[config.mk]
export PLATFORM = sky130hd
export DESIGN_NAME = nios_memory_dma
export DESIGN_NICKNAME = d
export VERILOG_FILES = /design/src/rtl/nios_memory_dma_pkg.sv /design/src/rtl/nios_memory_dma_addr_gen.sv /design/src/rtl/nios_memory_dma.sv
export SDC_FILE = /design/constraint.sdc
export NUM_CORES = 1
export LEC_CHECK = 0
export BUFFER_PORTS_ARGS = -buffer_cell sky130_fd_sc_hd__buf_2
export CAP_MARGIN = 25
export CORE_AREA = 2 2 131 69
export CTS_BUF_LIST = sky130_fd_sc_hd__clkbuf_2
export DETAILED_ROUTE_END_ITERATION = 10
export DIE_AREA = 0 0 133 71
export PLACE_DENSITY = 0.95
export SLEW_MARGIN = 10
export SYNTH_ARGS = -nofsm -noshare
export SYNTH_HDL_FRONTEND = slang
export SYNTH_HIERARCHICAL = 1
export SYNTH_SLANG_ARGS = --single-unit
[constraint.sdc]
create_clock -name clk -period 4.94 [get_ports clk]
set_input_delay 0.988 -clock clk [delete_from_list [all_inputs] [get_ports clk]]
set_output_delay 0.988 -clock clk [all_outputs]
set_load 0.03 [all_outputs]
[src/rtl/nios_memory_dma_pkg.sv]
// Shared types and constants for the nios_memory DMA engine.
package nios_memory_dma_pkg;

  localparam int DEF_ADDR_W = 11;
  localparam int DEF_DATA_W = 32;

  localparam logic MODE_COPY = 1'b0;
  localparam logic MODE_FILL = 1'b1;

  localparam logic [3:0] BE_ALL = 4'hF;

  typedef enum logic [1:0] {
    IDLE = 2'd0,
    RD   = 2'd1,
    WR   = 2'd2,
    DONE = 2'd3
  } state_e;

endpackage

[src/rtl/nios_memory_dma_addr_gen.sv]
// Source/destination pointers and remaining-word counter for the DMA engine.
module nios_memory_dma_addr_gen
  import nios_memory_dma_pkg::*;
#(
  parameter int ADDR_W = DEF_ADDR_W
) (
  input  logic              clk,
  input  logic              reset_n,
  input  logic              load,
  input  logic              step,
  input  logic [ADDR_W-1:0] src,
  input  logic [ADDR_W-1:0] dst,
  input  logic [ADDR_W:0]   len,
  output logic [ADDR_W-1:0] src_ptr,
  output logic [ADDR_W-1:0] dst_ptr,
  output logic [ADDR_W:0]   remaining,
  output logic              last
);

  // Pointers wrap naturally at 2^ADDR_W, so a full-size copy covers all of memory.
  always_ff @(posedge clk or negedge reset_n) begin
    if (!reset_n) begin
      src_ptr   <= '0;
      dst_ptr   <= '0;
      remaining <= '0;
    end else if (load) begin
      src_ptr   <= src;
      dst_ptr   <= dst;
      remaining <= len;
    end else if (step) begin
      src_ptr   <= src_ptr + ADDR_W'(1);
      dst_ptr   <= dst_ptr + ADDR_W'(1);
      remaining <= remaining - (ADDR_W+1)'(1);
    end
  end

  assign last = (remaining == (ADDR_W+1)'(1));

endmodule

[src/rtl/nios_memory_dma.sv]
// Avalon-MM copy/fill engine for the nios_memory slave port.
// Optional running checksum of written words: define NIOS_MEMORY_DMA_CHECKSUM_EN.
module nios_memory_dma
  import nios_memory_dma_pkg::*;
#(
  parameter int ADDR_W = DEF_ADDR_W,
  parameter int DATA_W = DEF_DATA_W
) (
  input  logic              clk,
  input  logic              reset_n,
  input  logic              start,
  input  logic              mode,
  input  logic [ADDR_W-1:0] src,
  input  logic [ADDR_W-1:0] dst,
  input  logic [ADDR_W:0]   len,
  input  logic [DATA_W-1:0] pattern,
  output logic              busy,
  output logic              done,
  output logic [DATA_W-1:0] checksum,
  output logic [ADDR_W-1:0] m_address,
  output logic              m_chipselect,
  output logic              m_write,
  output logic [3:0]        m_byteenable,
  output logic [DATA_W-1:0] m_writedata,
  output logic              m_clken,
  input  logic [DATA_W-1:0] m_readdata
);

  state_e            state, state_next;
  logic              mode_q;
  logic [DATA_W-1:0] pattern_q;
  logic              clken_q;
  logic              load, step, last;
  logic [ADDR_W-1:0] src_ptr, dst_ptr;
  logic [ADDR_W:0]   remaining;

  assign load = (state == IDLE) && start;
  assign step = (state == WR);

  nios_memory_dma_addr_gen #(.ADDR_W(ADDR_W)) u_addr_gen (
    .clk       (clk),
    .reset_n   (reset_n),
    .load      (load),
    .step      (step),
    .src       (src),
    .dst       (dst),
    .len       (len),
    .src_ptr   (src_ptr),
    .dst_ptr   (dst_ptr),
    .remaining (remaining),
    .last      (last)
  );

  always_ff @(posedge clk or negedge reset_n) begin
    if (!reset_n) begin
      state     <= IDLE;
      mode_q    <= MODE_COPY;
      pattern_q <= '0;
      clken_q   <= 1'b0;
    end else begin
      state   <= state_next;
      clken_q <= 1'b1;
      if (load) begin
        mode_q    <= mode;
        pattern_q <= pattern;
      end
    end
  end

  always_comb begin
    state_next = state;
    case (state)
      IDLE: if (start) begin
        if (len == '0)              state_next = DONE;
        else if (mode == MODE_FILL) state_next = WR;
        else                        state_next = RD;
      end
      RD:   state_next = WR;
      WR: begin
        if (last)                     state_next = DONE;
        else if (mode_q == MODE_FILL) state_next = WR;
        else                          state_next = RD;
      end
      DONE: state_next = IDLE;
      default: state_next = IDLE;
    endcase
  end

  // Bus outputs decode straight from registered state; copy data is a
  // combinational pass-through of the read issued the cycle before.
  always_comb begin
    m_address    = '0;
    m_chipselect = 1'b0;
    m_write      = 1'b0;
    m_byteenable = 4'h0;
    m_writedata  = '0;
    case (state)
      RD: begin
        m_address    = src_ptr;
        m_chipselect = 1'b1;
        m_byteenable = BE_ALL;
      end
      WR: begin
        m_address    = dst_ptr;
        m_chipselect = 1'b1;
        m_write      = 1'b1;
        m_byteenable = BE_ALL;
        m_writedata  = (mode_q == MODE_FILL) ? pattern_q : m_readdata;
      end
      default: ;
    endcase
  end

  assign busy    = (state == RD) || (state == WR);
  assign done    = (state == DONE);
  assign m_clken = clken_q;

`ifdef NIOS_MEMORY_DMA_CHECKSUM_EN
  logic [DATA_W-1:0] sum_q;

  always_ff @(posedge clk or negedge reset_n) begin
    if (!reset_n)      sum_q <= '0;
    else if (load)     sum_q <= '0;
    else if (step)     sum_q <= sum_q + m_writedata;
  end

  assign checksum = sum_q;
`else
  assign checksum = '0;
`endif

endmodule

==> impl_results.md, run 1 <==
* Most Crowded Layer GR: met2
* Die width at roughly 130 um
* Count of standard-cell rows at 24
* Unrepaired setup endpoints after global routing: no
* Number of vias per cell at 5.036
* Number of primary I/O pins at around 190
* Post-synth EDFFs at 0
* Antenna diodes at 0
* Starting Density at 52.34%
* Met2 track demand over resource in global routing at a little over a third
* Resized Gates After CTS at 0
* Min-delay worst type: reg -> reg
* Cell count after synthesis at about 440
* Depth of the worst register-to-register path at 8
* Startpoint of the worst setup timing path: state[0]$_DFFE_PN0P_
* Most common flop cell mapped by yosys: sky130_fd_sc_hd__dfrtp_1
* Comb pwr share at 13.3%
* GR met1 Demand/Resource at 30.11%
* Met3 routing resource usage after global routing at under 10%
* Pin count of the biggest net entering global routing at 58
* Arrival time of data at the critical path endpoint at 2550 ps
* Critical path peak fanout at 57
* Slowest cell on the critical path: sky130_fd_sc_hd__ha_2
* Global routing usage summed across all routing layers at 22.16%
* TritonCTS buffer count at 9
* Crit Path Category: reg -> out
* Cell types with the highest counts after synthesis: 70 x sky130_fd_sc_hd__dfrtp_1, 46 x sky130_fd_sc_hd__nand2_1, 45 x sky130_fd_sc_hd__nor2b_1
* Port Buffers at 153
* Area grow syn2layout at 17.26%
* Buffer depth of the longest clock path at 2
* # DRC at 0
* Outcome: completed
* Final worst clock skew at 21.42 ps
* Min Clock Period, post-route at 3538 ps
* Synth area leaders: sky130_fd_sc_hd__dfrtp_1 40%, sky130_fd_sc_hd__mux2i_1 8.0%, sky130_fd_sc_hd__mux2_2 8.0%, sky130_fd_sc_hd__buf_4 6.8%, sky130_fd_sc_hd__nor2b_1 6.4%
* Final std cell area, no fill at roughly 0.0051 mm^2
* Crit Reg-Reg Endpoint: u_addr_gen/remaining[10]$_DFFE_PN0P_
* Synth cell types at slightly above 40
* Post-detailed-placement half-perimeter wirelength at 7.685 mm
* Internal power at 0.7835 mW
* Floorplan die area at ~0.0094 mm^2
* Core outline area at between 0.008 and 0.009 mm^2
* Post-CTS setup-driven buffer insertion count at 0
* Slew at the pin closest to its max-slew limit at 980.3 ps
* Number of hold violations in the final report at 0
* Gate family responsible for the most delay along the worst path: adder cells
* Capturing element of the worst setup path: m_address[1]
* Drt total wl at around 10 mm
* Weighted congestion reported at the end of routability-driven placement at between 0.8 and 0.9
* Count of H-tree levels built during CTS at 3
* Number of nets at the end of the flow at 687
* Series of cell instances along the critical path: inv_1 -> ha_2 -> a22oi_1 -> nor2b_1 -> buf_2
* Worst slew margin relative to its limit at 34.64%
* Final count of pins violating max slew at 0
* Leakage power of the design at 2.480 nW
* Source of the worst register-to-register timing path: state[0]$_DFFE_PN0P_
* Number of non-filler instances in the completed layout at 698
* Synthesized cell area at 0.004385 mm^2
* Largest area contributor in the synthesized netlist: sky130_fd_sc_hd__dfrtp_1
* Max Fclk at 0.2826 GHz
* Count of maximum capacitance violations at 0
* Number of iterations in the first detailed-routing pass at 4
* Mean instance size in the synthesized netlist at around 10 um^2
* Cell with the most instances after synthesis: sky130_fd_sc_hd__dfrtp_1
* Path length in cells of the critical path at 5
* CTS root buffer: sky130_fd_sc_hd__clkbuf_2
* Number of hold-repair buffers added at the cts stage at 0
* Overflow left after global routing at 0
* Power share of the clock group at 33.8%
* IR drop worst, VDD at around 0.00014 V
* CTS tree: built
* Biggest cell delay along the critical path at 830 ps
* Startpoint class of the critical path: flip-flop
* Routed wire per std cell at 14.50 um
* Sequential share of the synthesized area at 39.94%
* Final worst-path cycle share at between 70% and 80%
* Clock sinks at 70
* Endpoint required time on the critical path at 3950 ps
* Clock edge transition at the registers on the reported setup and hold paths at ~200 ps
* Number of instances in the placed design at 682
* Vias at 3,515
* Slack of the worst reg-to-reg path at 2190 ps
* Sw power at between 0.3 and 0.4 mW
* Switching share of total power at 27.84%
* Layout cell share with drive strength beyond 1 at 35.97%
* Share of the synthesized area in the top cell type at 39.94%
* Clock insertion delay at the later pin of the skew report at 510 ps
* First-pass GRT wire length at 16.60 mm
* Placement-stage cell area at 0.005009 mm^2
* Setup violators final at 0
* Number of global-route vias before repair at around 3,400
* Asr flop ratio synth at 100.0%
* Warning count from the yosys run at 6
* Power per standard cell area at 211.1 mW/mm^2
* Post-detailed-route count of antenna-violating nets at 0
* Antenna violations before repair at 0
* Fraction of power consumed by sequential logic at 52.9%
* Setup TNS Final at 0 ps
* DR iter-0 viols at 282
* Chip height at 71 um
* Number of buffer and inverter instances along the worst setup path at 2
* Crit path capture type: output pin
* Post-synthesis sequential element count at 70
metrics by stage:
step	setup WS (ps)	total power [mW]	hold WS [ps]	utilization (%)
global placement	2018	0.7261	487.6	59.78
finish	1402	1.086	534.6	61.38
global route	1117	1.141	553.7	61.38
floorplan	2165	0.6796	479.1	-
detailed placement	1934	0.7288	494.0	59.78
CTS	1354	1.104	530.3	61.38
metal layers:
metal | vias to the layer above | routed length, um
met2 | 133 | 4721
met4 | 0 | 59
met5 | - | 0
met3 | 8 | 770
met1 | 1680 | 4571
li1 | 1694 | -
kinds of logic after synthesis:
logic type / synth area share, %
xor gates and xnor gates: 5.792
other: 0.1712
muxes: 16.29
buffers and inverters: 10.53
adders and majority gates: 2.568
and+or+nand+nor: 17.63
AOI/OAI and AO/OA: 7.076
DFF: 39.94
how the worst min path moves through the flow:
stage | slack, ps | start | endpoint | cells after the start
after floorplan | 480 | pattern_q[15]$_DFFE_PN0P_ | pattern_q[15]$_DFFE_PN0P_ | 1
after global placement | 490 | pattern_q[1]$_DFFE_PN0P_ | pattern_q[1]$_DFFE_PN0P_ | 1
after detailed placement | 490 | pattern_q[16]$_DFFE_PN0P_ | pattern_q[16]$_DFFE_PN0P_ | 1
after CTS | 530 | reset_n | pattern_q[28]$_DFFE_PN0P_ | 1
after global routing | 550 | reset_n | u_addr_gen/remaining[8]$_DFFE_PN0P_ | 1
final | 530 | pattern_q[16]$_DFFE_PN0P_ | pattern_q[16]$_DFFE_PN0P_ | 1
area by class of cell:
class,count,area [um^2]
inverter,8,30.03
multi-input combinational,331,2291
clock buffer,9,45.04
tap,117,146.4
sequential,70,1753
fill,718,3236
clock inverter,7,88.84
timing repair buffer,156,788.3
state kept, by name, indices dropped and copies added, names as in the netlist:
register and count:
u_addr_gen/dst_ptr 11, u_addr_gen/src_ptr 11, pattern_q 32, u_addr_gen/remaining 12, mode_q 1, state 2, m_clken 1
worst reg2reg max path: stages (launching register included):
cell and delay, ps:
sky130_fd_sc_hd__dfrtp_1 460, sky130_fd_sc_hd__inv_1 130, sky130_fd_sc_hd__ha_1 240, sky130_fd_sc_hd__nand2_4 280, sky130_fd_sc_hd__inv_1 750, sky130_fd_sc_hd__buf_4 460
sky130_fd_sc_hd__nor2b_1 120, sky130_fd_sc_hd__mux2i_1 140, sky130_fd_sc_hd__nand3_1 80
cell usage in the layout (no fill, tap or decap), types with 8 or more instances in the layout:
master                     count
sky130_fd_sc_hd__dfrtp_1      69
sky130_fd_sc_hd__o21ai_1      12
sky130_fd_sc_hd__clkbuf_2      9
sky130_fd_sc_hd__nand4_1       8
sky130_fd_sc_hd__conb_1       33
sky130_fd_sc_hd__nor2_1        8
sky130_fd_sc_hd__xnor2_1      13
sky130_fd_sc_hd__inv_1         8
sky130_fd_sc_hd__xor2_1       16
sky130_fd_sc_hd__buf_2       153
sky130_fd_sc_hd__a22oi_1      11
sky130_fd_sc_hd__mux2i_1      35
sky130_fd_sc_hd__nor2b_1      45
sky130_fd_sc_hd__ha_1          8
sky130_fd_sc_hd__mux2_2       31
sky130_fd_sc_hd__o21ai_0      26
sky130_fd_sc_hd__nand2_1      46
power groups by stage:
stage | Combinational (mW) | Clock [mW] | Sequential, mW
after global routing | 0.156 | 0.411 | 0.575
after detailed placement | 0.144 | 0 | 0.584
after floorplan | 0.0942 | 0 | 0.585
after CTS | 0.145 | 0.384 | 0.574
final | 0.144 | 0.367 | 0.574
after global placement | 0.142 | 0 | 0.584
No activity file was read; power rests on OpenSTA's default activity.
==> run 2: changes to the inputs <==
- CORE_AREA: 2 2 131 69 -> 2 2 136 72
- DIE_AREA: 0 0 133 71 -> 0 0 138 74
- PLACE_DENSITY: 0.95 -> 0.88
- clock period: 4.94 -> 3.3 ns (I/O delays scaled with it)
==> run 2 against run 1 <==
Against the previous run: clock skew is 6.7 ps higher; cell count rose by 0.86%; via count grew 1.2%; hold slack worse by 340 ps; first-iteration DRC count is 1.1% lower; global-route usage decreased by 2.3 points; highest routed layer unchanged; critical path type unchanged; setup slack got worse by 1000 ps; cell area grew 0.92%; non-clock buffer count increased by 2; largest power group unchanged; routed wire length hardly changed; clock power grew 54%.
==> impl_results.md, run 2 (synthesized netlist as in run 1, its figures left out) <==
* Overflow left after global routing at 0
* Arrival time of data at the critical path endpoint at 2290 ps
* Final worst-path cycle share at 89.26%
* Die width at 138 um
* Number of nets at the end of the flow at slightly below 700
* Buffer depth of the longest clock path at 2
* Post-detailed-placement half-perimeter wirelength at 7.668 mm
* Power share of the clock group at 34.4%
* Post-CTS setup-driven buffer insertion count at 0
* Global routing usage summed across all routing layers at about a fifth
* Layout cell share with drive strength beyond 1 at 36.36%
* Number of flip-flops in the largest register at 32
* Outcome: completed
* Largest registers: pattern_q x32, u_addr_gen/remaining x12
* Crit Path Category: reg -> out
* Crit path capture type: output pin
* Clock sinks at 70
* Number of iterations in the first detailed-routing pass at 4
* Largest Register: pattern_q
* Placement-stage cell area at 0.005054 mm^2
* Max Fclk at 0.3395 GHz
* Count of H-tree levels built during CTS at 3
* Antenna diodes at 0
* Final count of pins violating max slew at 0
* Min-delay worst type: in -> async
* Depth of the worst register-to-register path at 7
* # DRC at 0
* Floorplan die area at slightly above 0.01 mm^2
* Count of maximum capacitance violations at 0
* IR drop worst, VDD at approximately 0.00017 V
* Source of the worst register-to-register timing path: state[0]$_DFFE_PN0P_
* Multi-input gate area in the final layout at 0.002291 mm^2
* Final WS setup at about 350 ps
* Critical path peak fanout at 45
* Switching share of total power at between 20% and 30%
* Slew at the pin closest to its max-slew limit at 795.1 ps
* Final std cell area, no fill at a little over 0.005 mm^2
* Number of hold violations in the final report at 0
* Chip height at 74 um
* Area grow syn2layout at 18.35%
* Final core utilization at 57.21%
* Number of primary I/O pins at 186
* Endpoint required time on the critical path at 2640 ps
* Unrepaired setup endpoints after global routing: no
* First-pass GRT wire length at 16.23 mm
* Antenna violations before repair at 0
* Pin count of the biggest net entering global routing at 46
* Internal power at 1.183 mW
* Post-detailed-route count of antenna-violating nets at 0
* Setup violators final at 0
* Final worst clock skew at roughly 28 ps
* Startpoint of the worst setup timing path: state[0]$_DFFE_PN0P_
* Number of non-filler instances in the completed layout at 704
* Comb pwr share at 13.3%
* PnR Total Power at 1.642 mW
* Capturing element of the worst setup path: m_address[2]
* Number of vias per cell at 5.053
* Slack of the worst reg-to-reg path at a little under 1000 ps
* Number of global-route vias before repair at 3,458
* Sw power at approximately 0.46 mW
* Port Buffers at 153
* Weighted congestion reported at the end of routability-driven placement at 0.8586
* Fraction of power consumed by sequential logic at 52.4%
* TritonCTS buffer count at 9
* Number of instances in the placed design at approximately 700
* Drt total wl at 10.12 mm
* Setup TNS Final at 0 ps
* Count of standard-cell rows at 25
* Smallest hold slack at a little under 200 ps
* Starting Density at 48.34%
* Number of hold-repair buffers added at the cts stage at 0
* Startpoint class of the critical path: flip-flop
* Most frequent cells in the layout: 153 x sky130_fd_sc_hd__buf_2, 69 x sky130_fd_sc_hd__dfrtp_1, 46 x sky130_fd_sc_hd__nand2_1
* Commonest non-fill, non-tap cell in the layout: sky130_fd_sc_hd__buf_2
* Crit Reg-Reg Endpoint: u_addr_gen/remaining[9]$_DFFE_PN0P_
* Fillcell total at 794
* DR iter-0 viols at 279
* Worst slew margin relative to its limit at 46.99%
* Power per standard cell area at 316.3 mW/mm^2
* Resized Gates After CTS at 0
* Vias at 3,557
* Clock insertion delay at the later pin of the skew report at roughly 500 ps
* Sequential standard cell area at approximately 0.0018 mm^2
* Leakage power of the design at 2.508 nW
* Min Clock Period, post-route at 2946 ps
* Core outline area at 0.009071 mm^2
* Clock edge transition at the registers on the reported setup and hold paths at 220 ps
* CTS root buffer: sky130_fd_sc_hd__clkbuf_2
* Routed wire per std cell at 14.38 um
* Setup Slack @ Placement at 899.0 ps
* CTS tree: built
## run 2: cell count changes in the layout (fill, tap and decap cells not counted)
| cell | previous run | this run |
|---|---|---|
| sky130_fd_sc_hd__clkinvlp_4 | 2 | 1 |
| sky130_fd_sc_hd__buf_12 | 0 | 2 |
| sky130_fd_sc_hd__clkbuf_2 | 9 | 10 |
| sky130_fd_sc_hd__clkinv_1 | 1 | 0 |
| sky130_fd_sc_hd__clkinv_4 | 0 | 1 |
## run 2: worst min-delay path by stage
stage,to,slack (ps),cells after the start
finish,u_addr_gen/dst_ptr[0]$_DFFE_PN0P_,200,1
global route,u_addr_gen/dst_ptr[0]$_DFFE_PN0P_,190,1
CTS,u_addr_gen/dst_ptr[1]$_DFFE_PN0P_,160,1
detailed placement,pattern_q[15]$_DFFE_PN0P_,500,1
global placement,pattern_q[18]$_DFFE_PN0P_,490,1
floorplan,m_clken$_DFF_PN0_,360,0
## run 2: area by class of cell
| type | count | area share [%] |
|---|---|---|
| well taps | 121 | 2.917 |
| flip-flops and latches | 70 | 33.78 |
| clock inverters | 6 | 1.663 |
| repair buffers | 158 | 15.96 |
| clock buffers | 10 | 0.9643 |
| multi-input cells | 331 | 44.14 |
| inverters | 8 | 0.5786 |
## run 2: power by group through the flow
stage / clock network (mW) / registers, mW / logic (mW)
finish: 0.564 / 0.860 / 0.218
global route: 0.626 / 0.860 / 0.236
CTS: 0.587 / 0.860 / 0.220
detailed placement: 0 / 0.875 / 0.219
global placement: 0 / 0.875 / 0.215
floorplan: 0 / 0.876 / 0.141
## run 2: routing by layer
| metal | routed length (um) | track usage, % | share of wire [%] |
|---|---|---|---|
| met5 | 0 | 0 | 0 |
| met4 | 60 | 4.875 | 0.59 |
| met3 | 771 | 6.890 | 7.6 |
| met2 | 4701 | 32.78 | 46 |
| met1 | 4587 | 25.79 | 45 |
## run 2: worst max-delay path: stages (launching register included)
cell                      delay [ps]
sky130_fd_sc_hd__dfrtp_1         460
sky130_fd_sc_hd__inv_1           120
sky130_fd_sc_hd__ha_2            440
sky130_fd_sc_hd__buf_12          270
sky130_fd_sc_hd__a22oi_1         120
sky130_fd_sc_hd__nor2b_1         160
sky130_fd_sc_hd__buf_2           210
==> run 3: changes to the inputs <==
- CORE_AREA: 2 2 136 72 -> 2 2 162 85
- DIE_AREA: 0 0 138 74 -> 0 0 164 87
- GPL_TIMING_DRIVEN: default -> 0
- PLACE_DENSITY: 0.88 -> 0.68
==> run 3 against run 2 <==
Against the previous run: sequential cell count is the same; hold slack better by 120 ps; fmax fell by 2.7%; die area increased by 40%; register-to-register slack got worse by 120 ps; critical endpoint unchanged; largest cell class unchanged.
==> impl_results.md, run 3 (synthesized netlist as in run 1, its figures left out) <==
* Outcome: completed
* Endpoint required time on the critical path at approximately 2600 ps
* CTS tree: built
* # DRC at 0
* Critical path peak fanout at 10
* Number of primary I/O pins at around 190
* Setup TNS Final at 0 ps
* Leakage power of the design at 2.765 nW
* Startpoint of the worst setup timing path: state[0]$_DFFE_PN0P_
* Final WS setup at 271.9 ps
* Die width at 164 um
* Number of hold violations in the final report at 0
* Met3 routing resource usage after global routing at 4.522%
* Final core utilization at 43.44%
* Antenna violations before repair at 0
* Most Crowded Layer GR: met2
* Clock edge transition at the registers on the reported setup and hold paths at 240 ps
* Overflow left after global routing at 0
* Final worst clock skew at between 30 and 40 ps
* Starting Density at between 30% and 40%
* Worst slew margin relative to its limit at 60.75%
* Arrival time of data at the critical path endpoint at around 2400 ps
* CTS root buffer: sky130_fd_sc_hd__clkbuf_2
* Final count of pins violating max slew at 0
* Drt total wl at approximately 12 mm
* Port Buffers at roughly 150
* Slew at the pin closest to its max-slew limit at 588.8 ps
* Source of the worst register-to-register timing path: state[1]$_DFFE_PN0P_
* GR met1 Demand/Resource at 25.55%
* Commonest non-fill, non-tap cell in the layout: sky130_fd_sc_hd__buf_2
* Count of maximum capacitance violations at 0
* Layout cell share with drive strength beyond 1 at 40.31%
* Number of nets at the end of the flow at around 750
* Number of global-route vias before repair at 3,752
* Count of H-tree levels built during CTS at 3
* Post-detailed-placement half-perimeter wirelength at 9.826 mm
* Max Fclk at 0.3302 GHz
* Number of vias per cell at about 4.6
* Startpoint class of the critical path: flip-flop
* Final worst-path cycle share at 91.76%
* Crit path capture type: output pin
* Largest Register: pattern_q
* Crit Path Category: reg -> out
* Power per standard cell area at between 200 and 300 mW/mm^2
* Depth of the worst register-to-register path at 9
* Largest registers: pattern_q x32, u_addr_gen/remaining x12
* Buffer depth of the longest clock path at 2
* Crit Reg-Reg Endpoint: u_addr_gen/remaining[5]$_DFFE_PN0P_
* Area grow syn2layout at 29.02%
* Post-detailed-route count of antenna-violating nets at 0
* DR iter-0 viols at 209
* Pin count of the biggest net entering global routing at 42
* Clock sinks at 70
* Min Clock Period, post-route at ~3000 ps
* Clock insertion delay at the later pin of the skew report at 530 ps
* Antenna diodes at 0
* IR drop worst, VDD at between 0.0001 and 0.00015 V
* Chip height at 87 um
* Met2 track demand over resource in global routing at about a quarter
* Capturing element of the worst setup path: m_address[2]
* Setup Slack @ Placement at 730.3 ps
* Weighted congestion reported at the end of routability-driven placement at 0.8695
* Number of iterations in the first detailed-routing pass at 5
* TritonCTS buffer count at 9
* Min-delay worst type: in -> reg
* Number of flip-flops in the largest register at 32
* Slack of the worst reg-to-reg path at ~860 ps
* Post-CTS setup-driven buffer insertion count at 0
* Routed wire per std cell at roughly 15 um
* First-pass GRT wire length at approximately 19 mm
* Core outline area at about 0.013 mm^2
* Floorplan die area at 0.01427 mm^2
* Setup violators final at 0
* Most frequent cells in the layout: 155 x sky130_fd_sc_hd__buf_2, 70 x sky130_fd_sc_hd__dfrtp_1, 46 x sky130_fd_sc_hd__nand2_1
* Global routing usage summed across all routing layers at 17.51%
* Unrepaired setup endpoints after global routing: no
* Vias at 3,755
* Count of standard-cell rows at 30
[run 3: changes by cell type in the layout (fill, tap and decap cells not counted), sizes merged]
cell / change
buf: +47
clkinvlp: +1
clkbuf: +8
dlygate4sd3: +1
[run 3: area by class of cell]
type	count	area [um^2]
buffer	60	435.4
clock buffer	9	45.04
clock inverter	7	88.84
fill	1285	7367
inverter	8	30.03
multi-input combinational	331	2288
sequential	70	1752
tap	176	220.2
timing repair buffer	155	798.3
[run 3: how the worst min path moves through the flow]
stage,from,end,slack [ps],depth (start not counted)
after detailed placement,pattern_q[10]$_DFFE_PN0P_,pattern_q[10]$_DFFE_PN0P_,490,1
after CTS,dst[1],u_addr_gen/dst_ptr[1]$_DFFE_PN0P_,250,3
after global routing,dst[0],u_addr_gen/dst_ptr[0]$_DFFE_PN0P_,220,3
after floorplan,reset_n,m_clken$_DFF_PN0_,360,0
final,dst[1],u_addr_gen/dst_ptr[1]$_DFFE_PN0P_,320,3
after global placement,pattern_q[20]$_DFFE_PN0P_,pattern_q[20]$_DFFE_PN0P_,490,1
[run 3: through the flow]
| stage | hold slack, ps | area [um^2] | std cells | total power [mW] |
|---|---|---|---|---|
| 6_report | 316.3 | 5658 | 816 | 1.686 |
| 5_1_grt | 224.1 | 5658 | 816 | 1.782 |
| 4_1_cts | 249.3 | 5654 | 816 | 1.719 |
| 3_5_place_dp | 494.3 | 5510 | 799 | 1.125 |
| 3_3_place_gp | 487.0 | 5488 | 798 | 1.118 |
| 2_1_floorplan | 364.4 | 4502 | 469 | 1.017 |
[run 3: report_power, final]
part	switching (mW)	internal, mW	leakage, nW	total (mW)
Combinational	0.154	0.0971	1.82	0.251
Clock	0.331	0.245	0.0753	0.576
Sequential	0.000115	0.860	0.867	0.860
[run 3: what timing repair did]
item                       in CTS  in global routing
setup endpoints to repair       0                 27
resized for setup               0                  6
hold buffers                    1                  0
hold endpoints to repair       22                  0
[run 3: worst max-delay path, stage by stage, from the launching register on]
cell and delay (ps):
sky130_fd_sc_hd__dfrtp_1 450, sky130_fd_sc_hd__inv_1 100, sky130_fd_sc_hd__ha_1 450, sky130_fd_sc_hd__clkbuf_1 380
sky130_fd_sc_hd__nor2b_1 250, sky130_fd_sc_hd__buf_2 240
[run 3: per-layer routing]
layer  wire [um]  vias to the layer above
met5           0                        -
met4          66                        0
met3         892                        6
met2        5133                      162
met1        6280                     1770
li1            -                     1817
